[config.mk]
export PLATFORM = sky130hd
export DESIGN_NAME = spi_target
export DESIGN_NICKNAME = d
export VERILOG_FILES = /design/src/rtl/spi_target.sv
export SDC_FILE = /design/constraint.sdc
export NUM_CORES = 1
export LEC_CHECK = 0
export CAP_MARGIN = 20
export CELL_PAD_IN_SITES_DETAIL_PLACEMENT = 0
export CELL_PAD_IN_SITES_GLOBAL_PLACEMENT = 1
export CORE_UTILIZATION = 40
export CTS_BUF_LIST = sky130_fd_sc_hd__clkbuf_8 sky130_fd_sc_hd__clkbuf_16
export CTS_CLUSTER_SIZE = 30
export DETAILED_ROUTE_END_ITERATION = 10
export GPL_ROUTABILITY_DRIVEN = 0
export GPL_TIMING_DRIVEN = 0
export PLACE_DENSITY_LB_ADDON = 0.1
export SETUP_SLACK_MARGIN = 0.5
export SYNTH_ARGS = -nofsm -noshare
export SYNTH_HDL_FRONTEND = slang
export SYNTH_SLANG_ARGS = --single-unit
[constraint.sdc]
create_clock -name cclk -period 2.63 [get_ports cclk]
set_clock_uncertainty 0.15 [all_clocks]
set_input_delay 0.3945 -clock cclk [delete_from_list [all_inputs] [get_ports cclk]]
set_output_delay 0.3945 -clock cclk [all_outputs]
set_load 0.02 [all_outputs]
[src/rtl/spi_target.sv]
// spi_target: SPI mode-0 (CPOL=0, CPHA=0) responder oversampled on cclk.
//  Receives frames of up to MAXBITS bits and returns a preloaded reply on miso.
//  Bit order is LSB-first by default; define SPI_TARGET_MSB_FIRST_EN for MSB-first.
// Ports:
//  cclk, rst              system clock, synchronous active-high reset
//  ss_n, sclk, mosi       asynchronous SPI inputs from the initiator
//  miso, miso_oe          serial reply and its pad output enable
//  tx_data/valid/ready    reply frame handshake into a one-entry holding register
//  rx_data/len/valid/trunc last completed frame, bit count, update pulse, overflow flag
//  busy                   frame in progress
module spi_target #(
  parameter int MAXBITS = 80,
  parameter int SYNC_STAGES = 2,
  localparam int LW = $clog2(MAXBITS + 1)
) (
  input  logic               cclk,
  input  logic               rst,
  input  logic               ss_n,
  input  logic               sclk,
  input  logic               mosi,
  output logic               miso,
  output logic               miso_oe,
  input  logic [MAXBITS-1:0] tx_data,
  input  logic               tx_valid,
  output logic               tx_ready,
  output logic [MAXBITS-1:0] rx_data,
  output logic [LW-1:0]      rx_len,
  output logic               rx_valid,
  output logic               rx_trunc,
  output logic               busy
);
`ifdef SPI_TARGET_MSB_FIRST_EN
  localparam bit MSB = 1'b1;
`else
  localparam bit MSB = 1'b0;
`endif
  typedef enum logic [1:0] {WAIT_HIGH, IDLE, ACTIVE} state_t;
  state_t state;
  logic [SYNC_STAGES-1:0] ss_q, sclk_q, mosi_q;
  logic [SYNC_STAGES:0] prime;
  logic ss_p, sclk_p, hold_full, trunc;
  logic [MAXBITS-1:0] hold, tx_sh, rx_sh, tx_next, rx_next, tx_load;
  logic [LW-1:0] bitcnt;
  logic ss_s, sclk_s, mosi_s, settled, ss_fall, ss_rise, sclk_rise, sclk_fall;
  always_comb begin
    ss_s = ss_q[SYNC_STAGES-1];
    sclk_s = sclk_q[SYNC_STAGES-1];
    mosi_s = mosi_q[SYNC_STAGES-1];
    // the synchroniser resets to 1, so its output only reflects the real pin once
    // the reset value has been flushed through every stage and the edge-detect flop
    settled = prime[SYNC_STAGES];
    ss_fall = ss_p && !ss_s;
    ss_rise = !ss_p && ss_s;
    sclk_rise = !sclk_p && sclk_s;
    sclk_fall = sclk_p && !sclk_s;
    tx_load = hold_full ? hold : '1;
    // ones are shifted in behind the reply so miso idles high once it is exhausted
    tx_next = MSB ? {tx_sh[MAXBITS-2:0], 1'b1} : {1'b1, tx_sh[MAXBITS-1:1]};
    rx_next = MSB ? {rx_sh[MAXBITS-2:0], mosi_s} : rx_sh | (MAXBITS'(mosi_s) << bitcnt);
  end
  assign tx_ready = !hold_full;
  assign busy = state == ACTIVE;
  always_ff @(posedge cclk) begin
    if (rst) begin
      ss_q <= '1;
      sclk_q <= '1;
      mosi_q <= '1;
      ss_p <= 1'b1;
      sclk_p <= 1'b1;
      prime <= '0;
      state <= WAIT_HIGH;
      hold <= '0;
      hold_full <= 1'b0;
      tx_sh <= '1;
      rx_sh <= '0;
      bitcnt <= '0;
      trunc <= 1'b0;
      miso <= 1'b1;
      miso_oe <= 1'b0;
      rx_data <= '0;
      rx_len <= '0;
      rx_valid <= 1'b0;
      rx_trunc <= 1'b0;
    end else begin
      ss_q <= {ss_q[SYNC_STAGES-2:0], ss_n};
      sclk_q <= {sclk_q[SYNC_STAGES-2:0], sclk};
      mosi_q <= {mosi_q[SYNC_STAGES-2:0], mosi};
      ss_p <= ss_s;
      sclk_p <= sclk_s;
      prime <= {prime[SYNC_STAGES-1:0], 1'b1};
      rx_valid <= 1'b0;
      if (tx_valid && !hold_full) begin
        hold <= tx_data;
        hold_full <= 1'b1;
      end
      case (state)
        WAIT_HIGH: if (settled && ss_s) state <= IDLE;
        IDLE: if (ss_fall) begin
          state <= ACTIVE;
          bitcnt <= '0;
          rx_sh <= '0;
          trunc <= 1'b0;
          tx_sh <= tx_load;
          miso <= MSB ? tx_load[MAXBITS-1] : tx_load[0];
          miso_oe <= 1'b1;
          // a full holding reg blocks acceptance this cycle, so clearing it cannot race a capture
          if (hold_full) hold_full <= 1'b0;
        end
        ACTIVE: if (ss_rise) begin
          state <= IDLE;
          miso_oe <= 1'b0;
          miso <= 1'b1;
          if (bitcnt != '0) begin
            rx_data <= rx_sh;
            rx_len <= bitcnt;
            rx_trunc <= trunc;
            rx_valid <= 1'b1;
          end
        end else begin
          if (sclk_rise) begin
            if (bitcnt < LW'(MAXBITS)) begin
              rx_sh <= rx_next;
              bitcnt <= bitcnt + 1'b1;
            end else trunc <= 1'b1;
          end
          if (sclk_fall) begin
            tx_sh <= tx_next;
            miso <= MSB ? tx_next[MAXBITS-1] : tx_next[0];
          end
        end
        default: state <= WAIT_HIGH;
      endcase
    end
  end
endmodule

==> summary.md, run 1 <==
| Metric | Value |
|---|---|
| Htree depth | 2 |
| Core outline area | 33400 um2 |
| Period utilisation layout | 0.797 |
| CP arrival | 2.41 ns |
| Gr usage total | 0.219 |
| Upper clock frequency limit | 0.477 GHz |
| Status | complete, no violations |
| Hold depth | 1 |
| CTS tree | yes |
| PnR Total Power | 12.4 mW |
| Critical Path Source Type | register |
| DRT iter0 DRCs | 678 |
| Yosys warns | 0 |
| Final #Nets | 1954 |
| Area growth from synthesis to final layout | 29.4% |
| Top-area cell type share of the netlist area | 0.518 |
| Via/cell ratio | 5.15 |
| Residual DRC | 0 |
| Syn Std Cell Area | 13600 um2 |
| CTS Buf Count | 39 |
| Hold/Removal Path Class | reg2reg |
| Clk sinks | 352 |
| Crit-path slowest cell | or4_1 |
| Worst Tran Pin Value | 0.608 ns |
| Critical Path Fanout Max | 10 |
| Routed len/inst | 16.4 um |
| WHS Endpoint | ss_q[1] |
| Layout cells sized above 1 | 0.0996 |
| I/O Pins | 179 |
| Post-Synthesis Cells | 1630 |
| #FFs+latches synth | 352 |
| Post-layout util | 0.526 |
| Clock input transition at the sequential cells of the worst setup and hold paths | 0.06 ns |
| RSZ-0062 raised after global routing | yes |
| Final critical-path required period | 2.10 ns |
| Critical path data required time | 2.94 ns |
| Syn avg cell area | 8.34 um2 |
| Sequential-to-total area share from yosys stat | 0.518 |
| Starting Density | 0.406 |
| Synth area leader | dfxtp_1 |
| Vias after detailed routing | 12000 |
| Synth top area cells | dfxtp_1, nand2_1, a21oi_1 |
| Worst R2R Setup Slack | 0.53 ns |
| PortBufs | 178 |
| Finish-stage setup viols | 0 |
| Max VDD drop | 0.391 mV |
| Number of global-route vias before repair | 11600 |
| Clk_lat worst skew | 0.52 ns |
| Worst r2r src | state[0] |
| Slew Limit Fails | 0 |
| Final WL | 38300 um |
| Final setup TNS | 0 ns |
| Max incr delay on CP | 0.53 ns |
| Synth cell types | 54 |
| Largest net degree at the start of global routing | 14 |
| GR Overflow Total | 0 |
| CP most frequent cell | inv_2 |
| Clock buffer depth | 3 |
| First-pass GRT wire length | 61800 um |
| Max_cap viols | 0 |
| Slew Limit Headroom | 0.595 |
| Post-DRT Antenna Nets | 0 |
| Die X | 186 um |
| Number of synthesized flops with an enable pin | 0 |
| Antenna violations before repair | 0 |
| Hold_sp | ss_q[0] |
| Die Outline Area | 34700 um2 |
| Syn nets | 1722 |
| TritonRoute pass-1 iters | 4 |
| Primary FF master, synth | dfxtp_1 |
| Fin. Hold Viols | 0 |
| Kind of critical path | reg2reg |
| Min Hold Slack | 0.259 ns |
| Async SR Flop Fraction | 0 |
| Die height | 186 um |
| CTS Root Cell | clkbuf_16 |
| Detailed placement HPWL | 27200 um |
| Crit-path cells | inv_2 > ha_4 > inv_2 > a21o_4 > buf_8 > or4_1 > a21oi_2 |
| PD cells | 703 nW/um2 |
| Site row count | 67 |
| Worst r2r dst | bitcnt[4] |
| Crit. End Element | register |
| R2R cell count | 7 |
| N_diodes | 0 |
| Leak | 6.15 nW |
## cells in the mapped netlist (all sizes together), types with 2 or more instances
library cell and instances:
clkbuf 118, a21oi 181, o31ai 10, nand2 351
a22o 12, o21ai 84, o2bb2ai 20, or4 3
nand4 7, nand2b 8, and2 3, ha 6
buf 38, o21a 2, and3 5, a41oi 4
nor3 92, or2 10, nor2 67, a31oi 38
nor4 5, or3 2, and4 3, o311ai 79
nand3b 6, nor2b 83, dfxtp 352, inv 10
nand3 17
## worst max-delay path by stage
| stage | start | endpoint | slack, ns | depth (start not counted) |
|---|---|---|---|---|
| after global routing | state[0] | bitcnt[4] | 0.48 | 7 |
| final | state[0] | bitcnt[4] | 0.53 | 7 |
| after floorplan | state[0] | rx_sh[67] | 0.53 | 8 |
| after global placement | rst | rx_data[45] | -0.46 | 5 |
| after detailed placement | rst | rx_data[48] | -0.48 | 5 |
| after CTS | state[0] | bitcnt[3] | 0.50 | 7 |
## through the flow
stage | cell area [um2] | setup WS, ns | cells
5_1_grt | 17600 | 0.477 | 2336
4_1_cts | 17500 | 0.503 | 2334
3_5_place_dp | 15900 | -0.483 | 2256
2_1_floorplan | 13600 | 0.533 | 1630
3_3_place_gp | 15900 | -0.461 | 2256
6_report | 17600 | 0.534 | 2336
## worst max-delay path: cells and delay by family, from the launching register on
kind            cells  cell delay (ns)
fa+ha+maj           1             0.28
simple gates        1             0.53
buf+inv             3             0.30
compound gates      2             0.40
flops               1             0.37
## cells in the final DEF (no fill, tap or decap), drive strengths merged, types with 10 or more instances in the layout
cell type      netlist  layout
dfxtp              352     352
nand2              351     351
a21oi              181     181
clkdlybuf4s50        0     176
clkbuf             118     160
nor3                92      92
o21ai               84      84
nor2b               83      83
o311ai              79      79
nor2                67      67
buf                 38      56
a31oi               38      38
inv                 10      22
o2bb2ai             20      20
nand3               17      17
a22o                12      12
o31ai               10      10
or2                 10      10
## report_power, final
group	internal, mW	switching [mW]	total [mW]
Clock	3.04	2.13	5.17
Combinational	0.563	0.798	1.36
Sequential	5.67	0.167	5.83
## cell type report
class	instances	area, um2
Inverter	10	40.0
Sequential cell	352	7050
Tap cell	448	561
Multi-Input combinational cell	1112	5970
Fill cell	3296	15900
Timing Repair Buffer	191	1890
Buffer	156	870
Clock buffer	48	1100
Clock inverter	19	114
## layer usage
metal	share of wire	up-vias	global-route usage	wire [um]
met3	0.038	71	0.0290	1460
met5	0	-	0	0
met4	0.024	0	0.0613	908
li1	-	6140	-	-
met1	0.46	5568	0.289	17600
met2	0.48	251	0.374	18300
## logic make-up (layout without fill, tap and decap cells)
logic type / count (synthesis) / count (layout) / share of synthesized area
simple gates: 665 / 665 / 0.222
compound gates: 440 / 440 / 0.204
flops: 352 / 352 / 0.518
buf+inv: 166 / 424 / 0.0495
fa+ha+maj: 6 / 6 / 0.00552
mux: 1 / 1 / 0.000736
## state kept, by name, summed over array words and instances (netlist names), 3 cells and up
name	count
rx_sh	80
rx_data	80
tx_sh	79
hold	80
bitcnt	7
prime	3
rx_len	7
## repair_timing
item                       4_1_cts  5_1_grt
setup buffers                   11        1
hold buffers                     0        0
pin swaps                        7        6
gates cloned                     0        1
setup endpoints to repair      342      239
resized for setup               95       77
Note: power is estimated with default switching activity, not from simulation.
==> run 2, diff against run 1 <==
==> constraint.sdc (replaced) <==
create_clock -name cclk -period 2 [get_ports cclk]
set_clock_uncertainty 0.15 [all_clocks]
set_input_delay 0.3 -clock cclk [delete_from_list [all_inputs] [get_ports cclk]]
set_output_delay 0.3 -clock cclk [all_outputs]
set_load 0.02 [all_outputs]
==> run 2 against run 1 <==
Against the previous run:
- the run now ends with setup timing left
- first-iteration DRC count shrank 1.8%
- flip-flop and latch count unchanged
- combinational power rose by 120%
- core utilization grew 11 points
- sequential power increased by 33%
- final cell count is 3.2% higher
- power increased by 46%
- fmax is 4.3% higher
- register-to-register slack got worse by 0.54 ns
- global-route usage is 0.55 points higher
- largest cell class is now multi-input combinational cells
- largest power group unchanged
==> summary.md, run 2 (synthesized netlist as in run 1, its figures left out) <==
| Metric | Value |
|---|---|
| PortBufs | 178 (unchanged) |
| CTS tree | yes |
| CTS Buf Count | 39 (unchanged) |
| Violated checks | setup timing |
| WHS Endpoint | hold[21] |
| Critical Path Source Type | register |
| Clk_lat worst skew | 0.53 ns (about the same) |
| Layout cells sized above 1 | 0.334 (+0.234) |
| Crit. End Element | register |
| Final WL | 42200 um (+10%) |
| Pre-CTS WS | -0.956 ns (-0.473 ns) |
| CTS Root Cell | clkbuf_16 |
| RSZ-0062 raised after global routing | yes |
| First-pass GRT wire length | 63500 um (+2.7%) |
| Die Outline Area | 34700 um2 (unchanged) |
| Final #Nets | 2024 (+3.6%) |
| Min Hold Slack | 0.173 ns (-0.0864 ns) |
| Most frequent cells in the layout | dfxtp_1, nand2_1, clkdlybuf4s50_1, a21oi_1, nor2b_1 |
| Antenna violations before repair | 1 (+1) |
| Fin. Hold Viols | 0 (unchanged) |
| Finish-stage setup viols | 1 (+1) |
| Clock buffer depth | 3 (unchanged) |
| Kind of critical path | reg2reg |
| Largest net degree at the start of global routing | 14 (unchanged) |
| Worst r2r src | state[0] |
| Area growth from synthesis to final layout | 57.4% |
| Via/cell ratio | 5.28 (+2.5%) |
| Worst R2R Setup Slack | -0.01 ns (-0.54 ns) |
| Max_cap viols | 0 (unchanged) |
| PD cells | 846 nW/um2 (+20%) |
| Die height | 186 um (unchanged) |
| I/O Pins | 179 (unchanged) |
| Residual DRC | 0 (unchanged) |
| Critical path data required time | 2.30 ns (-0.64 ns) |
| Status | finished with violations |
| Core outline area | 33400 um2 (unchanged) |
| Critical Path Fanout Max | 6 (-4) |
| Detailed placement HPWL | 27100 um (-0.40%) |
| Clk sinks | 352 (unchanged) |
| Placed cell count | 2256 (unchanged) |
| Non-Filler Cell Area, Final | 21400 um2 (+22%) |
| Final critical-path required period | 2.01 ns (-0.0867 ns) |
| Post-layout util | 0.640 (+0.114) |
| Htree depth | 2 (unchanged) |
| Number of global-route vias before repair | 12000 (+3.1%) |
| Routed len/inst | 17.5 um (+6.9%) |
| GR Overflow Total | 0 (unchanged) |
| Post-DRT Antenna Nets | 0 (unchanged) |
| Commonest non-fill, non-tap cell in the layout | dfxtp_1 |
| Leak | 8.20 nW (+33%) |
| Hold depth | 3 (+2) |
| Die X | 186 um (unchanged) |
| Hold/Removal Path Class | in2reg |
| DP Area | 16200 um2 (+1.8%) |
| Gr usage total | 0.224 (+0.00545) |
| R2R cell count | 7 (unchanged) |
| Slew Limit Fails | 0 (unchanged) |
| Max VDD drop | 0.501 mV (+28%) |
| Worst r2r dst | bitcnt[2] |
| Clock input transition at the sequential cells of the worst setup and hold paths | 0.06 ns (about the same) |
| Post-route insts no fill | 2410 (+3.2%) |
| Top Registers | hold (80), rx_data (80), rx_sh (80) |
| TritonRoute pass-1 iters | 5 (+1) |
| Vias after detailed routing | 12700 (+5.7%) |
| DRT iter0 DRCs | 666 (-1.8%) |
| Worst Tran Pin Value | 0.752 ns (+0.144 ns) |
| Period utilisation layout | 1.00 (+0.208) |
| Hold_sp | tx_data[21] |
| Final WS setup | -0.00960 ns (-0.543 ns) |
| CP arrival | 2.31 ns (-0.10 ns) |
| PnR Total Power | 18.1 mW (+46%) |
| Site row count | 67 (unchanged) |
| Upper clock frequency limit | 0.498 GHz (+4.3%) |
| Starting Density | 0.406 (unchanged) |
| Slew Limit Headroom | 0.499 (-0.0959) |
| Final setup TNS | -0.00960 ns (-0.00960 ns) |
| # hold bufs at CTS | 0 (unchanged) |
[run 2: layer usage]
metal	track usage	up-vias	part of all wire
li1	-	6340	-
met1	0.287	5999	0.44
met2	0.384	303	0.49
met3	0.0342	77	0.039
met4	0.0779	0	0.030
met5	0	-	0
[run 2: power by group]
part,total (mW),internal [mW],switching (mW)
Clock,7.40,4.51,2.89
Combinational,2.96,1.46,1.50
Sequential,7.74,7.45,0.283
[run 2: worst max path at each step]
stage / cells past startpoint / to / start
2_1_floorplan: 8 / rx_sh[66] / state[0]
3_3_place_gp: 5 / rx_data[44] / rst
3_5_place_dp: 5 / rx_data[43] / rst
4_1_cts: 8 / rx_sh[14] / state[1]
5_1_grt: 7 / bitcnt[2] / state[1]
6_report: 7 / bitcnt[2] / state[0]
[run 2: layout make-up]
cell class                 instances  area, um2
fill                            2742      12100
clock inverter                    18        163
timing repair buffer             261       2860
buffer                           156       1460
clock buffer                      52       1180
tap                              448        561
antenna                            1       2.50
inverter                          10       70.1
multi-input combinational       1112       8010
sequential                       352       7090
[run 2: timing repair]
item,4_1_cts,5_1_grt
buffers inserted,40,16
gates resized for setup,226,703
gates cloned,11,16
pin swaps,40,139
endpoints found under the setup margin,440,435
[run 2: critical path, cell delays in order, from the launching register on]
cell,delay (ns)
dfxtp_4,0.38
inv_4,0.05
ha_4,0.28
inv_6,0.05
a21o_4,0.24
buf_8,0.15
or4_4,0.48
a21oi_2,0.14
==> run 3, diff against run 2 <==
--- a/config.mk
+++ b/config.mk
@@ -8,10 +8,12 @@
 export CAP_MARGIN = 20
 export CELL_PAD_IN_SITES_DETAIL_PLACEMENT = 0
 export CELL_PAD_IN_SITES_GLOBAL_PLACEMENT = 1
+export CORE_MARGIN = 4
 export CORE_UTILIZATION = 40
 export CTS_BUF_LIST = sky130_fd_sc_hd__clkbuf_8 sky130_fd_sc_hd__clkbuf_16
 export CTS_CLUSTER_SIZE = 30
 export DETAILED_ROUTE_END_ITERATION = 10
+export DONT_BUFFER_PORTS = 1
 export GPL_ROUTABILITY_DRIVEN = 0
 export GPL_TIMING_DRIVEN = 0
 export PLACE_DENSITY_LB_ADDON = 0.1
==> run 3 against run 2 <==
Against the previous run:
- the flow still finishes with violations (setup timing)
- clock power is 4.1% lower
- die area is 6.5% higher
- worst hold slack worse by 0.061 ns
- cell area is 8.3% lower
- first-iteration DRC count is 7.7% lower
- sequential power hardly changed
- fmax is 0.24% higher
- largest cell class unchanged
- critical path depth is 3 higher
==> summary.md, run 3 (synthesized netlist as in run 1, its figures left out) <==
| Metric | Value |
|---|---|
| Commonest non-fill, non-tap cell in the layout | dfxtp_1 |
| Starting Density | 0.405 (-0.00102) |
| I/O Pins | 179 (unchanged) |
| Final #Nets | 1925 (-4.9%) |
| Via/cell ratio | 5.32 (+0.75%) |
| Residual DRC | 0 (unchanged) |
| CP arrival | 2.23 ns (-0.08 ns) |
| Upper clock frequency limit | 0.499 GHz (+0.24%) |
| Final WS setup | -0.00471 ns (+0.00489 ns) |
| Slew Limit Fails | 0 (unchanged) |
| Crit-path slowest cell | o311a_4 |
| First-pass GRT wire length | 64800 um (+2.1%) |
| Die X | 192 um (+3.2%) |
| Hold/Removal Path Class | in2reg |
| Vias after detailed routing | 12300 (-3.3%) |
| Area growth from synthesis to final layout | 44.3% |
| Clk sinks | 352 (unchanged) |
| Core outline area | 33500 um2 (+0.25%) |
| Status | finished with violations |
| Routed met1 length | 18300 um (-1.2%) |
| GR Overflow Total | 0 (unchanged) |
| Final WL | 42600 um (+0.90%) |
| CTS Buf Count | 40 (+2.6%) |
| PortBufs | 0 (-100%) |
| Clk_lat worst skew | 0.52 ns (about the same) |
| Clock buffer depth | 3 (unchanged) |
| Met3 Wirelength | 1870 um (+13%) |
| Gr usage total | 0.216 (-0.00797) |
| Placed cell count | 2078 (-7.9%) |
| Met2 WL post-DR | 21100 um (+1.6%) |
| Critical Path Fanout Max | 8 (+2) |
| DRT iter0 DRCs | 615 (-7.7%) |
| Layout cells sized above 1 | 0.260 (-0.0741) |
| Die Outline Area | 37000 um2 (+6.5%) |
| Routed len/inst | 18.4 um (+5.1%) |
| Die height | 192 um (+3.2%) |
| Most frequent cells in the layout | dfxtp_1, nand2_1, a21oi_1, dlygate4sd3_1, nor2b_1 |
| Period utilisation layout | 1.00 (-0.00244) |
| Kind of critical path | reg2reg |
| Clock input transition at the sequential cells of the worst setup and hold paths | 0.06 ns (about the same) |
| CTS tree | yes |
| PD cells | 905 nW/um2 (+7.0%) |
| RSZ-0062 raised after global routing | yes |
| TritonRoute pass-1 iters | 5 (unchanged) |
| Htree depth | 2 (unchanged) |
| Highest metal used | met5 |
| CTS Root Cell | clkbuf_16 |
| Number of global-route vias before repair | 11800 (-1.3%) |
| Detailed placement HPWL | 28000 um (+3.2%) |
| Crit. End Element | register |
| Violated checks | setup timing |
| Worst Tran Pin Value | 0.984 ns (+0.232 ns) |
| CP most frequent cell | buf_12 |
| Max_cap viols | 0 (unchanged) |
| Crit-path cells | buf_8 > inv_6 > ha_4 > nand2b_4 > o311a_4 > buf_12 > buf_12 > clkbuf_16 > nand2_1 > a21oi_1 |
| Leak | 7.19 nW (-12%) |
| Antenna violations before repair | 5 (+4) |
| Max VDD drop | 0.595 mV (+19%) |
| Slew Limit Headroom | 0.344 (-0.154) |
| Post-route insts no fill | 2314 (-4.0%) |
| Top Registers | hold (80), rx_data (80), rx_sh (80) |
| Post-DRT Antenna Nets | 0 (unchanged) |
| Final critical-path required period | 2.00 ns (-0.00489 ns) |
| Largest net degree at the start of global routing | 13 (-1) |
| Critical path data required time | 2.22 ns (-0.08 ns) |
| Finish-stage setup viols | 1 (unchanged) |
| Site row count | 67 (unchanged) |
| Pre-CTS WS | -0.437 ns (+0.519 ns) |
| Max incr delay on CP | 0.41 ns (-0.07 ns) |
| Critical Path Source Type | register |
| Fin. Hold Viols | 0 (unchanged) |
==> run 3: worst max-delay path: cells and delay by family (launching register included) <==
kind / cells / cell delay (ns)
buf+inv: 5 / 0.63
compound gates: 2 / 0.47
flops: 1 / 0.33
simple gates: 2 / 0.13
fa+ha+maj: 1 / 0.13
==> run 3: metrics by stage <==
step / total power [mW] / hold WS, ns / instance area, um2 / TNS, ns / util
finish: 17.8 / 0.112 / 19600 / -0.00471 / 0.585
CTS: 17.0 / 0.0753 / 17700 / 0 / 0.527
floorplan: 9.02 / 0.239 / 13900 / 0 / -
detailed placement: 9.48 / 0.244 / 14400 / -67.36 / 0.431
global placement: 9.44 / 0.243 / 14400 / -62.07 / 0.431
global route: 18.5 / 0.112 / 19600 / -0.326 / 0.585
==> run 3: final timing paths <==
check                                from           to  slack [ns]  cells past startpoint
worst max-delay path            bitcnt[0]  rx_data[60]      -0.005                     10
worst min-delay path                  rst    rx_sh[38]        0.11                      3
worst max register to register  bitcnt[0]  rx_data[60]      -0.005                     10
worst min register to register  mosi_q[0]    mosi_q[1]        0.25                      1
==> run 3: power breakdown <==
part	internal, mW	switching (mW)	total, mW	leakage [nW]
clock network	4.24	2.86	7.10	0.684
logic	1.44	1.49	2.93	3.64
registers	7.45	0.283	7.74	2.87
==> run 3: cell type report <==
class / count / area, um2
Inverter: 10 / 62.6
Fill cell: 2986 / 13900
Multi-Input combinational cell: 1113 / 7410
Clock inverter: 19 / 110
Sequential cell: 352 / 7070
Buffer: 156 / 1450
Clock buffer: 52 / 1180
Timing Repair Buffer: 160 / 1780
Tap cell: 448 / 561
Antenna cell: 4 / 10.0
==> run 3: routing by layer <==
metal  GRT usage  vias to the layer above
met5           0                        -
met1       0.279                     5810
met3      0.0360                       88
met2       0.373                      270
li1            -                     6134
met4      0.0666                        2
==> run 3: repair_timing <==
action / CTS / global route
endpoints found under the setup margin: 344 / 343
gates resized for setup: 196 / 431
cloned: 10 / 12
pin swaps: 37 / 56
hold endpoints to repair: 84 / 0
buffers inserted: 36 / 19
hold buffers: 84 / 0
==> edit: new RTL, config.mk and constraints of run 1 <==
Build with the macro `SPI_TARGET_MSB_FIRST_EN` defined.
--- a/src/rtl/spi_target.sv
+++ b/src/rtl/spi_target.sv
@@ -8,6 +8,8 @@
 //  tx_data/valid/ready    reply frame handshake into a one-entry holding register
 //  rx_data/len/valid/trunc last completed frame, bit count, update pulse, overflow flag
 //  busy                   frame in progress
+`define SPI_TARGET_MSB_FIRST_EN
+
 module spi_target #(
   parameter int MAXBITS = 80,
   parameter int SYNC_STAGES = 2,
Check against the original RTL: same outputs for any inputs over 4 cycles, from zero or initial values and one cycle with rst high; that may be too few to reach the edited logic, so the function may still have changed.
==> edit against run 1 <==
Setup slack better by 0.014 ns. Utilization rose by 1.6 points. Sequential cell count did not move. Count of clock-buffer cells in the layout is 2 lower. Cell area is 2.7% lower. Area after synthesis shrank 5.5%. Worst hold slack gained 0.0038 ns. Maximum frequency rose by 0.69%. Wire length is 13% lower. Non-clock buffer count fell by 16. Via count down 7.1%. Largest cell class unchanged.
Power is not compared: it rests on default switching activity, and its combinational part moved more than twofold at a synthesized area within 25%.
==> edit: results (changes against run 1) <==
vias in the first global route=10700 (-8.1%); Min-Delay Path Class=reg2reg; final WL=33300 um (-13%); slowest CP cell=or4b_4; post-synth cell types=45 (-17%); Area after DPL=0.0151 mm^2 (-5.1%); worst hold slack=0.263 ns (+0.00379 ns); Synth top cells by count=dfxtp_1, nand2_1, a21oi_1, clkbuf_1; gr usage total=20.1% (-1.8 points); Clock Tree Root=clkbuf_16; Buffers on Ports=177 (-0.56%); Pwr per Cell Area=859 mW/mm^2; first-pass GRT wire length=54700 um (-11%); H-tree lvl count=2 (unchanged); Synth Net Count=1578 (-8.4%); Vias/cell=5.19 (+0.87%); Worst-path clk slew=0.06 ns (about the same); clock buffer depth=3 (unchanged); nets@finish=1813 (-7.2%); Worst Setup SP=bitcnt[0]; status=finished, final reports clean; CTS Buf Count=39 (unchanged); max incr delay on CP=0.49 ns (-0.04 ns); DR iter-0 viols=608 (-10%); commonest non-fill, non-tap cell in the layout=dfxtp_1; worst rel slew slack=47.8% (-12 points); Fillers=3062 (-7.1%); HP Start=sclk_q[0]; Max FO, Critical Path=10 (unchanged); peak supply drop=0.000412 V; Synth area leaders=dfxtp_1, nand2_1, a21oi_1; share of cells above drive strength 1=12.4% (+2.4 points); sequential-to-total area share from yosys stat=54.9% (+3.0 points); largest net degree at the start of global routing=15 (+1); Synth async-reset ratio=0% (unchanged); hpwl dp=22800 um (-16%); Critical Path AT=2.37 ns (-0.04 ns); DR pass1 iterations=4 (unchanged); DRT antenna net count=0 (unchanged)
## edit: area by class of cell
| cell class | instances | area (um^2) | area share, % |
|---|---|---|---|
| plain buffers | 137 | 830 | 4.85 |
| clock buffers | 46 | 1090 | 6.40 |
| clock inverters | 24 | 170 | 0.994 |
| inverters | 9 | 38.8 | 0.227 |
| multi-input cells | 987 | 5470 | 31.9 |
| flip-flops and latches | 352 | 7060 | 41.2 |
| well taps | 402 | 503 | 2.94 |
| repair buffers | 194 | 1960 | 11.4 |
## edit: logic make-up (layout without fill, tap and decap cells)
kind of cell	Yosys count	in the layout	share of synthesized area, %
XOR/XNOR	1	1	0.0682
flip-flops	352	352	54.9
multiplexers	2	2	0.166
adder cells (fa/ha/maj)	7	7	0.682
AO/OA/AOI/OAI	438	438	22.3
buffers and inverters	146	410	4.67
AND/OR/NAND/NOR	539	539	17.2
## edit: what timing repair did
action,in CTS,in global routing
buffers inserted,8,6
endpoints found under the setup margin,252,254
gates resized for setup,89,141
gates cloned,0,3
pin swaps,1,16
## edit: power groups by stage
stage                     Combinational, mW  Sequential (mW)  Clock, mW
after global placement                 2.49             6.46          0
after detailed placement               2.56             6.47          0
after floorplan                        1.77             6.40          0
final                                  3.01             6.39       5.30
after CTS                              2.78             6.37       5.44
after global routing                   3.39             6.47       5.68
## edit: routing by layer
layer  track usage [%]  vias to the layer above  wire length, um
met5                 0                        -                0
met4              5.49                        0              686
met3              2.92                       52             1430
met2              32.8                      250            15300
met1              27.7                     5195            15900
li1                  -                     5677                -
## edit: final timing paths
path,depth (start not counted),endpoint
min reg2reg,1,sclk_q[1]
min,1,sclk_q[1]
max reg2reg,8,rx_data[30]
max,8,rx_data[30]
## edit: through the flow
stage,worst slack (ns),utilization (%),std cells
floorplan,0.530,-,1485
global placement,-0.151,48.0,2064
detailed placement,-0.188,48.0,2064
CTS,0.459,52.9,2142
global route,0.454,54.3,2151
finish,0.548,54.3,2151
